File: config.mk
export PLATFORM = sky130hd
export DESIGN_NAME = freq_bin_streamer
export DESIGN_NICKNAME = d
export VERILOG_FILES = /design/src/rtl/freq_bin_streamer_pkg.sv /design/src/rtl/freq_bin_streamer.sv
export SDC_FILE = /design/constraint.sdc
export NUM_CORES = 1
export LEC_CHECK = 0
export BUFFER_PORTS_ARGS = -buffer_cell sky130_fd_sc_hd__clkbuf_2
export CAP_MARGIN = 5
export CORE_ASPECT_RATIO = 0.8
export CORE_UTILIZATION = 25
export DETAILED_ROUTE_END_ITERATION = 8
export SKIP_LAST_GASP = 1
export SLEW_MARGIN = 20
export SYNTH_ARGS = -nofsm -noshare
export SYNTH_HDL_FRONTEND = slang
export SYNTH_SLANG_ARGS = --single-unit
File: constraint.sdc
create_clock -name clk -period 1.81 [get_ports clk]
set_input_delay 0.2715 -clock clk [delete_from_list [all_inputs] [get_ports clk]]
set_output_delay 0.2715 -clock clk [all_outputs]
set_load 0.02 [all_outputs]
File: src/rtl/freq_bin_streamer_pkg.sv
// rtl/freq_bin_streamer_pkg.sv - shared state encodings and frame constants for freq_bin_streamer
package freq_bin_streamer_pkg;

  typedef enum logic [2:0] {
    ST_IDLE     = 3'd0,
    ST_HEADER   = 3'd1,
    ST_READ     = 3'd2,
    ST_WAIT     = 3'd3,
    ST_SEND_HI  = 3'd4,
    ST_SEND_LO  = 3'd5,
    ST_CHECKSUM = 3'd6,
    ST_DONE     = 3'd7
  } state_t;

  localparam logic [7:0] FRAME_HEADER  = 8'hA5;
  localparam int         BYTES_PER_BIN = 2;

endpackage

File: src/rtl/freq_bin_streamer.sv
// rtl/freq_bin_streamer.sv - reads the bin BRAM after an SDFT update and streams it as a checksummed byte frame
module freq_bin_streamer
  import freq_bin_streamer_pkg::*;
#(
  parameter int         freq_bins  = 16,
  parameter int         data_width = 16,
  parameter int         addr_width = 4,
  parameter logic [7:0] header     = FRAME_HEADER
) (
  input  logic                  clk,
  input  logic                  reset_n,
  input  logic                  start,
  output logic                  ram_r_en,
  output logic [addr_width-1:0] ram_addr,
  input  logic [data_width-1:0] ram_data,
  output logic [7:0]            tx_data,
  output logic                  tx_valid,
  input  logic                  tx_ready,
  output logic                  busy,
  output logic                  done,
  output logic [7:0]            dropped
);

  state_t                state_q, state_d;
  logic [data_width-1:0] word_q, word_d;
  logic [7:0]            chk_q, chk_d;
  logic [addr_width-1:0] addr_q, addr_d;
  logic [7:0]            dropped_q, dropped_d;
  logic                  xfer;

  assign xfer     = tx_valid && tx_ready;
  assign ram_addr = addr_q;
  assign dropped  = dropped_q;

  always_ff @(posedge clk or negedge reset_n) begin
    if (!reset_n) begin
      state_q   <= ST_IDLE;
      word_q    <= '0;
      chk_q     <= '0;
      addr_q    <= '0;
      dropped_q <= '0;
    end else begin
      state_q   <= state_d;
      word_q    <= word_d;
      chk_q     <= chk_d;
      addr_q    <= addr_d;
      dropped_q <= dropped_d;
    end
  end

  always_comb begin
    state_d   = state_q;
    word_d    = word_q;
    chk_d     = chk_q;
    addr_d    = addr_q;
    dropped_d = dropped_q;
    tx_valid  = 1'b0;
    tx_data   = 8'h00;
    ram_r_en  = 1'b0;
    busy      = (state_q != ST_IDLE);
    done      = 1'b0;

    // Any start outside IDLE, including the DONE cycle, is dropped and counted.
    if (start && (state_q != ST_IDLE) && (dropped_q != 8'hFF)) begin
      dropped_d = dropped_q + 8'd1;
    end

    case (state_q)
      ST_IDLE: begin
        if (start) begin
          chk_d   = '0;
          addr_d  = '0;
          state_d = ST_HEADER;
        end
      end
      ST_HEADER: begin
        tx_valid = 1'b1;
        tx_data  = header;
        if (xfer) state_d = ST_READ;
      end
      ST_READ: begin
        ram_r_en = 1'b1;
        state_d  = ST_WAIT;
      end
      ST_WAIT: begin
        word_d  = ram_data;
        state_d = ST_SEND_HI;
      end
      ST_SEND_HI: begin
        tx_valid = 1'b1;
        tx_data  = word_q[BYTES_PER_BIN*8-1 -: 8];
        if (xfer) begin
          chk_d   = chk_q ^ tx_data;
          state_d = ST_SEND_LO;
        end
      end
      ST_SEND_LO: begin
        tx_valid = 1'b1;
        tx_data  = word_q[7:0];
        if (xfer) begin
          chk_d = chk_q ^ tx_data;
          if (addr_q == addr_width'(freq_bins - 1)) begin
            state_d = ST_CHECKSUM;
          end else begin
            addr_d  = addr_q + addr_width'(1);
            state_d = ST_READ;
          end
        end
      end
      ST_CHECKSUM: begin
        tx_valid = 1'b1;
        tx_data  = chk_q;
        if (xfer) state_d = ST_DONE;
      end
      ST_DONE: begin
        done    = 1'b1;
        state_d = ST_IDLE;
      end
      default: state_d = ST_IDLE;
    endcase
  end

endmodule
==> reports/qor.yml <==
start_kind: "register"
clockBufferDepth: 2
worstMarginPinSlew_ns: 0.513
status: "finished clean"
synth_edf_count: 0
critPathRequiredTime_ns: 1.54
grt.total_usage_pct: 12.6
ctsHoldBuffers: 0
cap_violations: 0
crit_type: "register to output pin"
clock_sinks: 39
r2r_start: "state_q[0]"
fp-row-count: 29
finalClockSkew_ns: 0.00420
final_cell_area_sq_um: 2680
clkLatencyLatePin_ns: 0.29
rsz0062_at_grt: "yes"
fin_ws_ns: 0.0137
cp-end-kind: "output pin"
place_area_sq_um: 2460
dp_worst_setup_slack_ns: 0.0752
fin_nets: 279
ys_warn_count: 0
whs_ns: 0.0252
wl_per_cell_microns: 13.6
busiest_layer: "met2"
core_sq_um: 7910
syn_nets: 220
drv_slew: 0
diodes: 0
postSynthCellCount: 198
grt_pass1_vias: 1639
fin_crit_ns: 1.80
synth_seq_area_share_pct: 47.9
relSlewSlack_pct: 65.8
cts_tree: "built"
dr.pass1.iters: 4
ys_types: 39
met3_usage_pct: 3.11
postSynth.asyncResetShare_pct: 100
critPathMaxFanout: 9
hold_viol: 0
drt_iter0_markers: 62
grt_pass1_wl_mm: 8.00
io_pins: 44
rr_endpoint: "chk_q[7]"
drt_wl_total_mm: 4.98
timing.final.crit_share_pct: 99.2
ys_top_cells_by_area: "dfrtp_1, mux2_2, mux2i_1"
synth_ff_type: "dfrtp_1"
drc: 0
grt_use_met2_pct: 19.5
setup_violations: 0
yosysTopAreaCellShare_pct: 47.9
p_leak_nw: 1.26
finalNonFillerCells: 366
hp-class: "primary input to async pin"
reg2reg_depth: 4
grt_max_degree: 40
hpwl_mm: 3.43
htreeDepth: 2
die_h_microns: 82.8
path_clk_slew_ns: 0.08
yosysTopAreaCell: "dfrtp_1"
dr_total_vias: 1738
die_area_sq_um: 8520
cts_root_buffer: "clkbuf_8"
met1_usage_pct: 16.9
cts_made_buffers: 5
irDropWorstVdd_mv: 0.539
area_delta_synth_final_pct: 31.6
gp_congestion: 0.723
final_util_pct: 33.9
ff2ff_setup_slack_ns: 0.05
start_util_pct: 25.8
layout-drive-gt1-share_pct: 38.0
fmax_mhz: 557
finalSetupTns_ns: 0
drtAntennaViolNets: 0
power_mw: 4.75
cp_data_arrival_time_ns: 1.52
dp_cells: 353
portBuffers: 43
dieWidth_microns: 103
antenna_found_initial: 0
synth-seq-cells: 39
power_density_nw_per_um2: 1770
netlist_area_sq_um: 2040
viasPerCell: 4.75
gr-total-overflow: 0
avgSynthCellArea_sq_um: 10.3
## registers in the layout, summed over array words and instances, names as in the netlist
register and flops:
word_q 16, chk_q 8, dropped 8, ram_addr 4
state_q 3
## worst max path at each step
stage	startpoint	endpoint	slack, ns
after floorplan	state_q[0]	tx_data[0]	0.09
after global placement	state_q[0]	chk_q[7]	0.13
after detailed placement	state_q[0]	chk_q[1]	0.08
after CTS	state_q[1]	tx_data[3]	-0.003
after global routing	state_q[0]	tx_data[2]	-0.05
final	state_q[0]	tx_data[4]	0.01
## cell usage in the layout, fill, tap and decap left out, types with 2 or more instances in the layout
cell,n
inv_1,4
buf_6,3
o31ai_1,2
buf_4,18
o21ai_0,11
clkbuf_8,5
buf_2,2
ha_1,2
mux2i_1,14
or3_1,9
a21oi_1,16
dfrtp_1,37
a21oi_2,3
nor3_1,2
clkbuf_2,35
mux2_2,18
a21o_1,3
o31ai_2,2
o21ai_1,2
and3_1,3
nand4_1,3
dfrtp_2,2
xnor2_1,2
buf_12,3
a31oi_1,4
nand3_1,7
nand2_1,4
nor2_1,19
## per-layer routing
metal  vias to the layer above  part of all wire (%)
li1                        837                     -
met1                       846                    47
met2                        48                    46
met3                         7                   5.4
met4                         0                   1.4
met5                         -                     0
## power breakdown
part	internal, mW	total, mW	switching (mW)
Clock	0.269	0.583	0.313
Sequential	1.26	1.61	0.348
Combinational	1.25	2.56	1.31
Total	2.78	4.75	1.97
## logic make-up (layout without fill, tap and decap cells)
logic type	Yosys count	in the layout	synth area share, %
simple gates	59	59	15.3
compound gates	48	48	13.8
flops	39	39	47.9
mux	32	32	16.8
buf+inv	15	75	3.74
xor+xnor	3	3	1.29
fa+ha+maj	2	2	1.23
## cell usage after synthesis, types with 2 or more instances
library cell   n
inv_1          4
buf_2          4
xnor2_1        2
mux2_2        18
a31oi_1        4
nor2b_1        2
nand4_1        3
clkbuf_1       2
o21ai_0       12
nand3_1        7
nor2_1        19
ha_1           2
o31ai_1        4
buf_1          2
mux2i_1       14
a21o_1         4
nand2_1        5
nor3_1         2
dfrtp_1       39
or3_1          9
buf_6          2
a21oi_1       19
and3_1         3
## cell type report
cell class,instances,area (sq um)
tap,108,135
clock buffer,6,72.6
multi-input combinational,144,1020
inverter,5,18.8
clock inverter,2,12.5
sequential,39,978
fill,845,5230
timing repair buffer,62,442
## repair_timing
action,CTS,global route
pin swaps,1,0
buffers inserted,4,0
setup endpoints to repair,8,18
resized for setup,16,15
hold endpoints to repair,0,0
gates cloned,1,0
## worst max-delay path: stages, from the launching register on
cell,delay [ns]
dfrtp_2,0.45
buf_12,0.16
nor2b_1,0.12
buf_4,0.16
a21oi_1,0.15
nor2_1,0.05
clkbuf_2,0.15
Power figures use the tool's default switching activity.
